[config.mk]
export PLATFORM = sky130hd
export DESIGN_NAME = segment_scan_reader
export DESIGN_NICKNAME = d
export VERILOG_FILES = /design/src/rtl/segment_scan_reader.sv
export SDC_FILE = /design/constraint.sdc
export NUM_CORES = 1
export LEC_CHECK = 0
export BUFFER_PORTS_ARGS = -buffer_cell sky130_fd_sc_hd__buf_4
export CAP_MARGIN = 15
export CORE_MARGIN = 5
export CORE_UTILIZATION = 55
export CTS_BUF_LIST = sky130_fd_sc_hd__clkbuf_4
export CTS_CLUSTER_SIZE = 10
export DETAILED_ROUTE_END_ITERATION = 8
export HOLD_SLACK_MARGIN = 0.15
export PLACE_DENSITY = 0.86
export SYNTH_ARGS = -nofsm -noshare
export SYNTH_HDL_FRONTEND = slang
export SYNTH_SLANG_ARGS = --single-unit
[constraint.sdc]
create_clock -name Clk -period 3.2 [get_ports Clk]
set_clock_uncertainty 0.2 [all_clocks]
set_input_delay 0.64 -clock Clk [delete_from_list [all_inputs] [get_ports Clk]]
set_output_delay 0.64 -clock Clk [all_outputs]
set_load 0.01 [all_outputs]
[src/rtl/segment_scan_reader.sv]
// Samples a multiplexed active-low 7-segment/anode scan bus, debounces each digit dwell,
// decodes glyphs to hex nibbles and publishes a complete 4-digit frame with a Valid pulse.
module segment_scan_reader #(
  parameter int unsigned STABLE_CYCLES = 4
) (
  input  logic        Clk,
  input  logic        Rst_n,
  input  logic [3:0]  AnIn,
  input  logic [6:0]  SegIn,
  output logic [15:0] Value,
  output logic [3:0]  ErrMask,
  output logic        Valid
);

  localparam logic [7:0] CNT_MAX = 8'(STABLE_CYCLES);

  // Returns {illegal, nibble}; illegal patterns decode to nibble 0.
  function automatic logic [4:0] decodeGlyph(input logic [6:0] seg);
    case (seg)
      7'h40:   decodeGlyph = 5'h00;
      7'h79:   decodeGlyph = 5'h01;
      7'h24:   decodeGlyph = 5'h02;
      7'h30:   decodeGlyph = 5'h03;
      7'h19:   decodeGlyph = 5'h04;
      7'h12:   decodeGlyph = 5'h05;
      7'h02:   decodeGlyph = 5'h06;
      7'h78:   decodeGlyph = 5'h07;
      7'h00:   decodeGlyph = 5'h08;
      7'h10:   decodeGlyph = 5'h09;
      7'h08:   decodeGlyph = 5'h0A;
      7'h03:   decodeGlyph = 5'h0B;
      7'h46:   decodeGlyph = 5'h0C;
      7'h21:   decodeGlyph = 5'h0D;
      7'h06:   decodeGlyph = 5'h0E;
      7'h0E:   decodeGlyph = 5'h0F;
      default: decodeGlyph = 5'h10;
    endcase
  endfunction

  function automatic logic [2:0] digitSelect(input logic [3:0] an);
    case (an)
      4'b1110: digitSelect = 3'b100;
      4'b1101: digitSelect = 3'b101;
      4'b1011: digitSelect = 3'b110;
      4'b0111: digitSelect = 3'b111;
      default: digitSelect = 3'b000;
    endcase
  endfunction

  logic [3:0]  anQ_r, anPrev_r, pendErr_r, seen_r;
  logic [6:0]  segQ_r, segPrev_r;
  logic [7:0]  stableCnt_r;
  logic [15:0] slots_r;

  logic        selecting_s, same_s, capture_s, flush_s;
  logic [2:0]  digitSel_s;
  logic [4:0]  glyph_s;
  logic [7:0]  cntNext_s;
  logic [3:0]  capMask_s, seenNext_s, errNext_s;
  logic [15:0] slotsNext_s;

  assign digitSel_s  = digitSelect(anQ_r);
  assign selecting_s = digitSel_s[2];
  assign same_s      = ({anQ_r, segQ_r} == {anPrev_r, segPrev_r});
  assign glyph_s     = decodeGlyph(segQ_r);
  assign flush_s     = (seen_r == 4'b1111);

  // Dwell counter: reload on change, clear on idle, saturate at the threshold.
  always_comb begin
    cntNext_s = 8'd0;
    if (!selecting_s) begin
      cntNext_s = 8'd0;
    end else if (!same_s) begin
      cntNext_s = 8'd1;
    end else if (stableCnt_r >= CNT_MAX) begin
      cntNext_s = CNT_MAX;
    end else begin
      cntNext_s = stableCnt_r + 8'd1;
    end
  end

  // Capture bookkeeping; a capture on the flush cycle starts the next frame.
  always_comb begin
    capture_s   = selecting_s && (cntNext_s == CNT_MAX) && (stableCnt_r != CNT_MAX);
    capMask_s   = capture_s ? (4'b0001 << digitSel_s[1:0]) : 4'b0000;
    seenNext_s  = (flush_s ? 4'b0000 : seen_r) | capMask_s;
    errNext_s   = ((flush_s ? 4'b0000 : pendErr_r) & ~capMask_s)
                | (glyph_s[4] ? capMask_s : 4'b0000);
    slotsNext_s = slots_r;
    for (int k = 0; k < 4; k++) begin
      if (capMask_s[k]) begin
        slotsNext_s[4*k +: 4] = glyph_s[3:0];
      end else begin
        slotsNext_s[4*k +: 4] = slots_r[4*k +: 4];
      end
    end
  end

  // All state, including the registered outputs.
  always_ff @(posedge Clk) begin
    if (!Rst_n) begin
      anQ_r       <= 4'h0;
      segQ_r      <= 7'h00;
      anPrev_r    <= 4'h0;
      segPrev_r   <= 7'h00;
      stableCnt_r <= 8'd0;
      slots_r     <= 16'h0000;
      pendErr_r   <= 4'h0;
      seen_r      <= 4'h0;
      Value       <= 16'h0000;
      ErrMask     <= 4'h0;
      Valid       <= 1'b0;
    end else begin
      anQ_r       <= AnIn;
      segQ_r      <= SegIn;
      anPrev_r    <= anQ_r;
      segPrev_r   <= segQ_r;
      stableCnt_r <= cntNext_s;
      slots_r     <= slotsNext_s;
      pendErr_r   <= errNext_s;
      seen_r      <= seenNext_s;
      Value       <= flush_s ? slots_r : Value;
      ErrMask     <= flush_s ? pendErr_r : ErrMask;
      Valid       <= flush_s;
    end
  end

endmodule

# ---- Word level (Yosys, flattened, before mapping)
# Cells that the tools add are included.
dict set report totals {
  reg_bits 75
  latch_bits 0
  ramBits 0
  mem_bits_ro 0
  input_bits 13
  out_inout_bits 21
  word_cells 56
  memories 0
}
dict set report classes {
  n_addsub 1
  mul 0
  div_mod_pow 0
  order_cmp 1
  n_eq_ne 23
  n_shift 1
  muxes 9
  bitwise 4
  n_reduce_logical 3
}
# op n
set ops {}
lappend ops {{$pmux W5 S16} 1}
lappend ops {{$eq A7 B7 Y1 const B} 4}
lappend ops {{$mux W8} 3}
lappend ops {{$eq A7 B5 Y1 const B} 3}
lappend ops {{$eq A7 B6 Y1 const B} 3}
lappend ops {{$eq A4 B4 Y1 const B} 4}
lappend ops {{$mux W4} 4}
lappend ops {{$eq A7 B2 Y1 const B} 2}
lappend ops {{$eq A7 B4 Y1 const B} 2}
lappend ops {{$pmux W3 S4} 1}
lappend ops {{$eq A11 B11 Y1} 1}
lappend ops {{$add A8 B1 Y8 const B} 1}
lappend ops {{$eq A8 B3 Y1 const B} 1}
lappend ops {{$ge A8 B3 Y1 const B} 1}
lappend ops {{$ne A8 B3 Y1 const B} 1}
lappend ops {{$or A4 B4 Y4} 2}
lappend ops {{$eq A7 B3 Y1 const B} 1}
lappend ops {{$logic_not A7 Y1} 1}
lappend ops {{$and A4 B4 Y4} 1}
lappend ops {{$eq A4 B3 Y1 const B} 1}
lappend ops {{$not A4 Y4} 1}
lappend ops {{$shl A1 B2 Y4 const A} 1}
lappend ops {{$logic_and A1 B1 Y1} 2}

# ---- Depth between registers and ports, before layout
# Gate-level depths: netlist (run 1).
dict set report depth {
  word_depth 11
  mapped_depth 8
  ltp_nobuf 7
}

# ---- Worst setup path before layout (run 1)
# Ideal clock, no wire load.
dict set report synth_path {
  path_type {register to register}
  start {register stableCnt_r[5]}
  end {register pendErr_r[1]}
  setup_time_ns 0.074
  arrival_time_ns 1.832
  slack_ns 1.095
  stages_incl_launch_ff 6
  n_path_buf 1
  period_less_slack_ns 2.105
  cell_sequence {dfxtp_1 -> or4_1 -> or4_1 -> buf_4 -> nand3_1 -> mux2i_1}
}
dict set report synth_between {
  elab_chain_len 11
  elab_cells_between_ends 14
}
# item line
set synth_rtl {}
lappend synth_rtl {{start, declared} 52} ;# logic [7:0] stableCnt_r;
lappend synth_rtl {{start signal, assigned} 118} ;# stableCnt_r <= cntNext_s;
lappend synth_rtl {{$add A8 B1 Y8 or $ge A8 B3 Y1 (tied branches)} {78, 75}}
lappend synth_rtl {{$mux W8} 75} ;# end else if (stableCnt_r >= CNT_MAX) begin
lappend synth_rtl {{$mux W8} 73} ;# end else if (!same_s) begin
lappend synth_rtl {{$mux W8} 71} ;# if (!selecting_s) begin
lappend synth_rtl {{$eq A8 B3 Y1} 84} ;# capture_s = selecting_s && (cntNext_s == CNT_MAX) && (stableCnt_r != CNT_MAX);
lappend synth_rtl {{$logic_and A1 B1 Y1} 84}
lappend synth_rtl {{$logic_and A1 B1 Y1 *} 84}
lappend synth_rtl {{$mux W4 *} 85} ;# capMask_s = capture_s ? (4'b0001 << digitSel_s[1:0]) : 4'b0000;
lappend synth_rtl {{$not A4 Y4} 87} ;# errNext_s = ((flush_s ? 4'b0000 : pendErr_r) & ~capMask_s)
lappend synth_rtl {{$and A4 B4 Y4} 87}
lappend synth_rtl {{$or A4 B4 Y4 *} 88} ;# | (glyph_s[4] ? capMask_s : 4'b0000);
lappend synth_rtl {{end signal, assigned} 120} ;# pendErr_r <= errNext_s;
lappend synth_rtl {{end, declared} 50} ;# logic [3:0] anQ_r, anPrev_r, pendErr_r, seen_r;
# Every way passes the cells marked *; elsewhere a longest branch is shown, timed or not.
# A chain may end at the register's enable or synchronous reset.

# ---- Final worst setup path (run 1)
dict set report layout_path {
  start {register segQ_r[6]}
  end {register slots_r[5]}
}
dict set report layout_between {
  elab_chain_len 7
  elab_cells_between_ends 24
}
# item line
set layout_rtl {}
lappend layout_rtl {{start, declared} 51} ;# logic [6:0] segQ_r, segPrev_r;
lappend layout_rtl {{start signal, assigned} 115} ;# segQ_r <= SegIn;
lappend layout_rtl {{$eq A11 B11 Y1} 64} ;# assign same_s = ({anQ_r, segQ_r} == {anPrev_r, segPrev_r});
lappend layout_rtl {{$mux W8} 73}
lappend layout_rtl {{$mux W8} 71}
lappend layout_rtl {{$eq A8 B3 Y1} 84}
lappend layout_rtl {{$logic_and A1 B1 Y1 (2 in a row)} 84}
lappend layout_rtl {{$mux W4} 85}
lappend layout_rtl {{end signal, assigned} 119} ;# slots_r <= slotsNext_s;
lappend layout_rtl {{end, declared} 53} ;# logic [15:0] slots_r;
# Several ways; a longest one is shown, not always the timed one.

==> results of run 1 <==
-- stage by stage --
step	util (%)	std cells
2_1_floorplan	-	346
3_3_place_gp	61.4	427
3_5_place_dp	61.4	427
4_1_cts	64.6	443
5_1_grt	64.6	443
6_report	64.6	443
-- cells by family (layout without fill, tap and decap cells) --
logic type,Yosys count,after routing,share of synthesized area [%]
AND/OR/NAND/NOR,153,153,26.4
flip-flops,75,75,47.4
AO/OA/AOI/OAI,46,46,10.3
buffers and inverters,31,56,4.70
multiplexers,21,21,6.64
XOR/XNOR,13,13,3.60
adder cells (fa/ha/maj),2,2,0.790
other,1,5,0.118
-- state kept, by name, indices dropped and copies added (netlist names), 7 cells and up --
signal / count
segPrev_r: 7
stableCnt_r: 8
segQ_r: 7
Value: 16
slots_r: 16
-- worst paths after layout --
| path | from | end | cells past startpoint |
|---|---|---|---|
| setup / recovery | segQ_r[6] | slots_r[5] | 5 |
| hold / removal | SegIn[5] | segQ_r[5] | 2 |
| setup reg to reg | segQ_r[6] | slots_r[5] | 5 |
| hold reg to reg | slots_r[7] | Value[7] | 2 |
-- synth_stat cells, drive strengths merged (4+ instances only) --
cell    instances
xnor2          11
clkbuf         19
mux2i          21
o21ai           5
and2           24
dfxtp          75
buf             7
nor2b           7
nor2            8
nor3b           4
nor4            4
nand4          10
a21boi         25
nand3           9
nand2          64
inv             5
-- power by group through the flow --
stage	combinational (W)	sequential, W	clock (W)
2_1_floorplan	0.0000963	0.000979	0
3_3_place_gp	0.0000983	0.000996	0
3_5_place_dp	0.000101	0.000997	0
4_1_cts	0.000102	0.000976	0.000713
5_1_grt	0.000115	0.000981	0.000761
6_report	0.000103	0.000977	0.000694
-- metal layers --
layer,vias to the layer above,global-route usage [%]
met5,-,0
met4,0,7.19
met3,14,5.19
met2,63,31.1
met1,1113,21.1
li1,1206,-
-- area by class of cell --
cell class	count	area (µm²)	share of cell area [%]
Sequential cell	75	1500	42.0
Multi-Input combinational cell	240	1530	42.8
Clock inverter	7	106	2.97
Tap cell	72	90.1	2.52
Clock buffer	9	67.6	1.89
Timing Repair Buffer	35	263	7.35
Inverter	5	18.8	0.525
==> run summary, run 1 <==
outcome = finished, final reports clean
clock power share = 39.1%
WL final = 6.11 mm
Initial Util = 57.1%
Comb pwr share = 5.8%
Top delay family on crit path = simple AND/OR/NAND/NOR gates
drt pass-1 iters = 5
Row Count = 27
Vias/cell = 5.41
M1 WL = 2.62 mm
count of pins over their slew limit = 0
sequential share of the synthesized area = 47.4%
largest fanout on the critical path = 14
Final Setup Violations = 0
Cell Area, Synth = 3170 µm²
DR iter-0 viols = 137
Hold Crit Class = in2reg
clk_lat worst skew = 0.42 ns
Final Cycle Share = 80.6%
post-route cell area = 3580 µm²
Ant. Diodes = 0
internal power = 0.00139 W
Fin Setup TNS = 0 ns
FF+latch count, synth = 75
WP data required = 3.29 ns
Worst Hold Slack = 0.223 ns
Critical Path, Cell by Cell = xor2_1 > or2_2 > nor4_1 > nand3_1 > mux2i_1
switch share = 21.8%
Mapped Cells = 342
Pwr per Cell Area = 496 nW/µm²
fin crit period = 2.58 ns
Top FF cell, synth = dfxtp_1
crit end category = flop
layout overhead on the synthesized area = 13.0%
top layer reached by signal wires = met4
r2r setup slk = 0.62 ns
Final Net Count = 381
Power Total = 0.00177 W
most frequent cells in the layout = dfxtp_1, nand2_1, buf_4, a21boi_0, and2_1
asr flop ratio synth = 0%
port bufs = 33
Root Buffer = clkbuf_4
Area contributors post-synth = dfxtp_1, nand2_1, mux2i_1
Crit Path Class = reg2reg
first-pass GRT wire length = 10.7 mm
Synth cell types = 45
number of remaining DRC errors = 0
area leader, netlist = dfxtp_1
GPL Wtd Cong = 0.829
Syn. warnings = 0
H-tree depth = 3
FILL cells = 468
total grt overflow = 0
Post-CTS Setup Inserts = 0
Routed WL per cell = 13.8 µm
worst setup margin = 0.621 ns
largest net degree at the start of global routing = 73
cells resized by post-CTS repair = 0
commonest non-fill, non-tap cell in the layout = dfxtp_1
Psw = 0.000387 W
GRT Total Usage = 18.1%
post-synthesis area per instance = 9.26 µm²
Max stage delay on crit path = 0.63 ns
Worst Path Buf+Inv = 0
initial antenna violation count = 0
Slew @ Worst Pin = 0.645 ns
clock buffer depth = 2
vias = 2,396
Top Ports = 34
CTS tree = built
worst rel slew slack = 56.6%
Reg power frac = 55.1%
EDFF count, synth = 0
met2 wire length = 2.98 mm
TritonCTS Buffers = 9
Die Y = 85.9 µm
fraction of layout cells with a size suffix above 1 = 14.6%
Die Width = 85.9 µm
core area = 5540 µm²
DP HPWL = 4.15 mm
post-synth top area share = 47.4%
post-place setup slack = 0.679 ns
clock sinks = 75
die area = 7370 µm²
Max Cap Violations = 0
Slowest-stage cell, CP = dfxtp_1
Antenna Nets Post-Route = 0
Max VDD drop = 0.362 mV
Met3 Wirelength = 391 µm
Max Clk Rate = 388 MHz
clock-pin transition on the worst setup and hold timing paths = 0.12 ns
placed instance area = 3400 µm²
unrepaired setup endpoints after global routing = no
endpoints failing hold = 0
crit path launch type = flop
CTS Hold Bufs = 0
vias in the first global route = 2,390
WP data arrival = 2.67 ns
Pleak = 1.47 nW
(Power assumes the default switching activity.)
==> run 2, diff against run 1 <==
clock period = 2.56 ns   (was 3.2 ns; I/O delays follow)
==> run summary, run 2 (synthesis results as in run 1) <==
Ant. Diodes = 0
Final Cycle Share = 90.3%
Row Count = 27
post-route cell area = 3720 µm²
DP HPWL = 4.10 mm
GPL Wtd Cong = 0.829
WHS Path Cells = 2
Worst R2R Path Depth = 5
Die Width = 85.9 µm
Initial Util = 57.1%
Die Y = 85.9 µm
Routed WL per cell = 13.1 µm
Pleak = 1.53 nW
clock buffer depth = 2
Final Net Count = 396
Hold Crit Class = reg2reg
initial antenna violation count = 0
clock-pin transition on the worst setup and hold timing paths = 0.12 ns
WP data arrival = 2.42 ns
unrepaired setup endpoints after global routing = no
worst rel slew slack = 56.1%
fin crit period = 2.31 ns
layout overhead on the synthesized area = 17.4%
Max VDD drop = 0.431 mV
Final Setup Violations = 0
largest net degree at the start of global routing = 40
placed instance area = 3430 µm²
port bufs = 33
core area = 5540 µm²
TritonCTS Buffers = 9
WP data required = 2.67 ns
r2r setup slk = 0.25 ns
clk_lat worst skew = 0.41 ns
commonest non-fill, non-tap cell in the layout = dfxtp_1
CTS tree = built
Root Buffer = clkbuf_4
Max Cap Violations = 0
largest fanout on the critical path = 7
Vias/cell = 5.31
cell count after placement = 431
Top Ports = 34
total grt overflow = 0
H-tree depth = 3
Pwr per Cell Area = 587 nW/µm²
vias in the first global route = 2,294
Post-CTS Setup Inserts = 0
Slew @ Worst Pin = 0.658 ns
largest registers = Value: 16 flops, slots_r: 16 flops, stableCnt_r: 8 flops
drt pass-1 iters = 4
Fin Setup TNS = 0 ns
die area = 7370 µm²
Max Clk Rate = 433 MHz
vias = 2,431
endpoints failing hold = 0
fraction of layout cells with a size suffix above 1 = 16.1%
GRT Total Usage = 17.6%
Crit Path Class = reg2reg
outcome = finished, final reports clean
most frequent cells in the layout = dfxtp_1, nand2_1, buf_4, a21boi_0, and2_1
count of pins over their slew limit = 0
Cell Count, Final, Fillers Out = 458
Antenna Nets Post-Route = 0
clock sinks = 75
FILL cells = 468
first-pass GRT wire length = 10.4 mm
DR iter-0 viols = 144
crit path launch type = flop
crit end category = flop
WL final = 6.00 mm
number of remaining DRC errors = 0
-- run 2: cell count changes in the layout (fill, tap and decap cells not counted), sizes merged --
cell and change:
clkinv -1, clkinvlp +1, bufinv -1, clkbuf +1, buf +4, dlygate4sd3 +11
-- run 2: power by group --
part | total, W | leakage, nW | internal [W] | switching [W]
clock network | 0.000816 | 0.0866 | 0.000409 | 0.000408
logic | 0.000146 | 0.835 | 0.0000754 | 0.0000706
registers | 0.00122 | 0.611 | 0.00119 | 0.0000312
total | 0.00218 | 1.53 | 0.00167 | 0.000510
-- run 2: path summary, 6_finish.rpt --
| path | start | end |
|---|---|---|
| min reg2reg | pendErr_r[2] | ErrMask[2] |
| max reg2reg | stableCnt_r[5] | slots_r[11] |
| min | pendErr_r[2] | ErrMask[2] |
| max | stableCnt_r[5] | slots_r[11] |
-- run 2: repair_timing --
item,in CTS,in global routing
resized for setup,0,1
hold endpoints to repair,11,0
hold buffers,11,0
setup endpoints to repair,0,3
-- run 2: area by class of cell --
class / instances / area (µm²) / area share, %
repair buffers: 50 / 403 / 10.8
multi-input cells: 240 / 1540 / 41.4
inverters: 5 / 18.8 / 0.505
clock buffers: 10 / 75.1 / 2.02
clock inverters: 6 / 90.1 / 2.42
flip-flops and latches: 75 / 1500 / 40.4
well taps: 72 / 90.1 / 2.42
-- run 2: metrics by stage --
stage	hold slack, ns	power [W]	worst slack, ns	util [%]
after detailed placement	0.257	0.00137	0.263	62.0
after CTS	0.270	0.00219	0.204	66.9
final	0.265	0.00218	0.249	67.1
after floorplan	0.239	0.00134	0.455	-
after global placement	0.247	0.00137	0.294	62.0
after global routing	0.271	0.00227	0.0915	67.1
-- run 2: worst max-delay path: stages, from the launching register on --
cell and delay [ns]:
dfxtp_1 0.31, or4_1 0.52, or4_1 0.71, nand4_1 0.20
mux2i_1 0.22, nor2b_1 0.06
-- run 2: per-layer routing --
metal,vias up,GRT usage [%],wire length [µm]
met5,-,0,0
met4,0,6.47,110
met3,11,4.42,220
met2,40,30.3,2990
met1,1143,21.0,2690
li1,1237,-,-
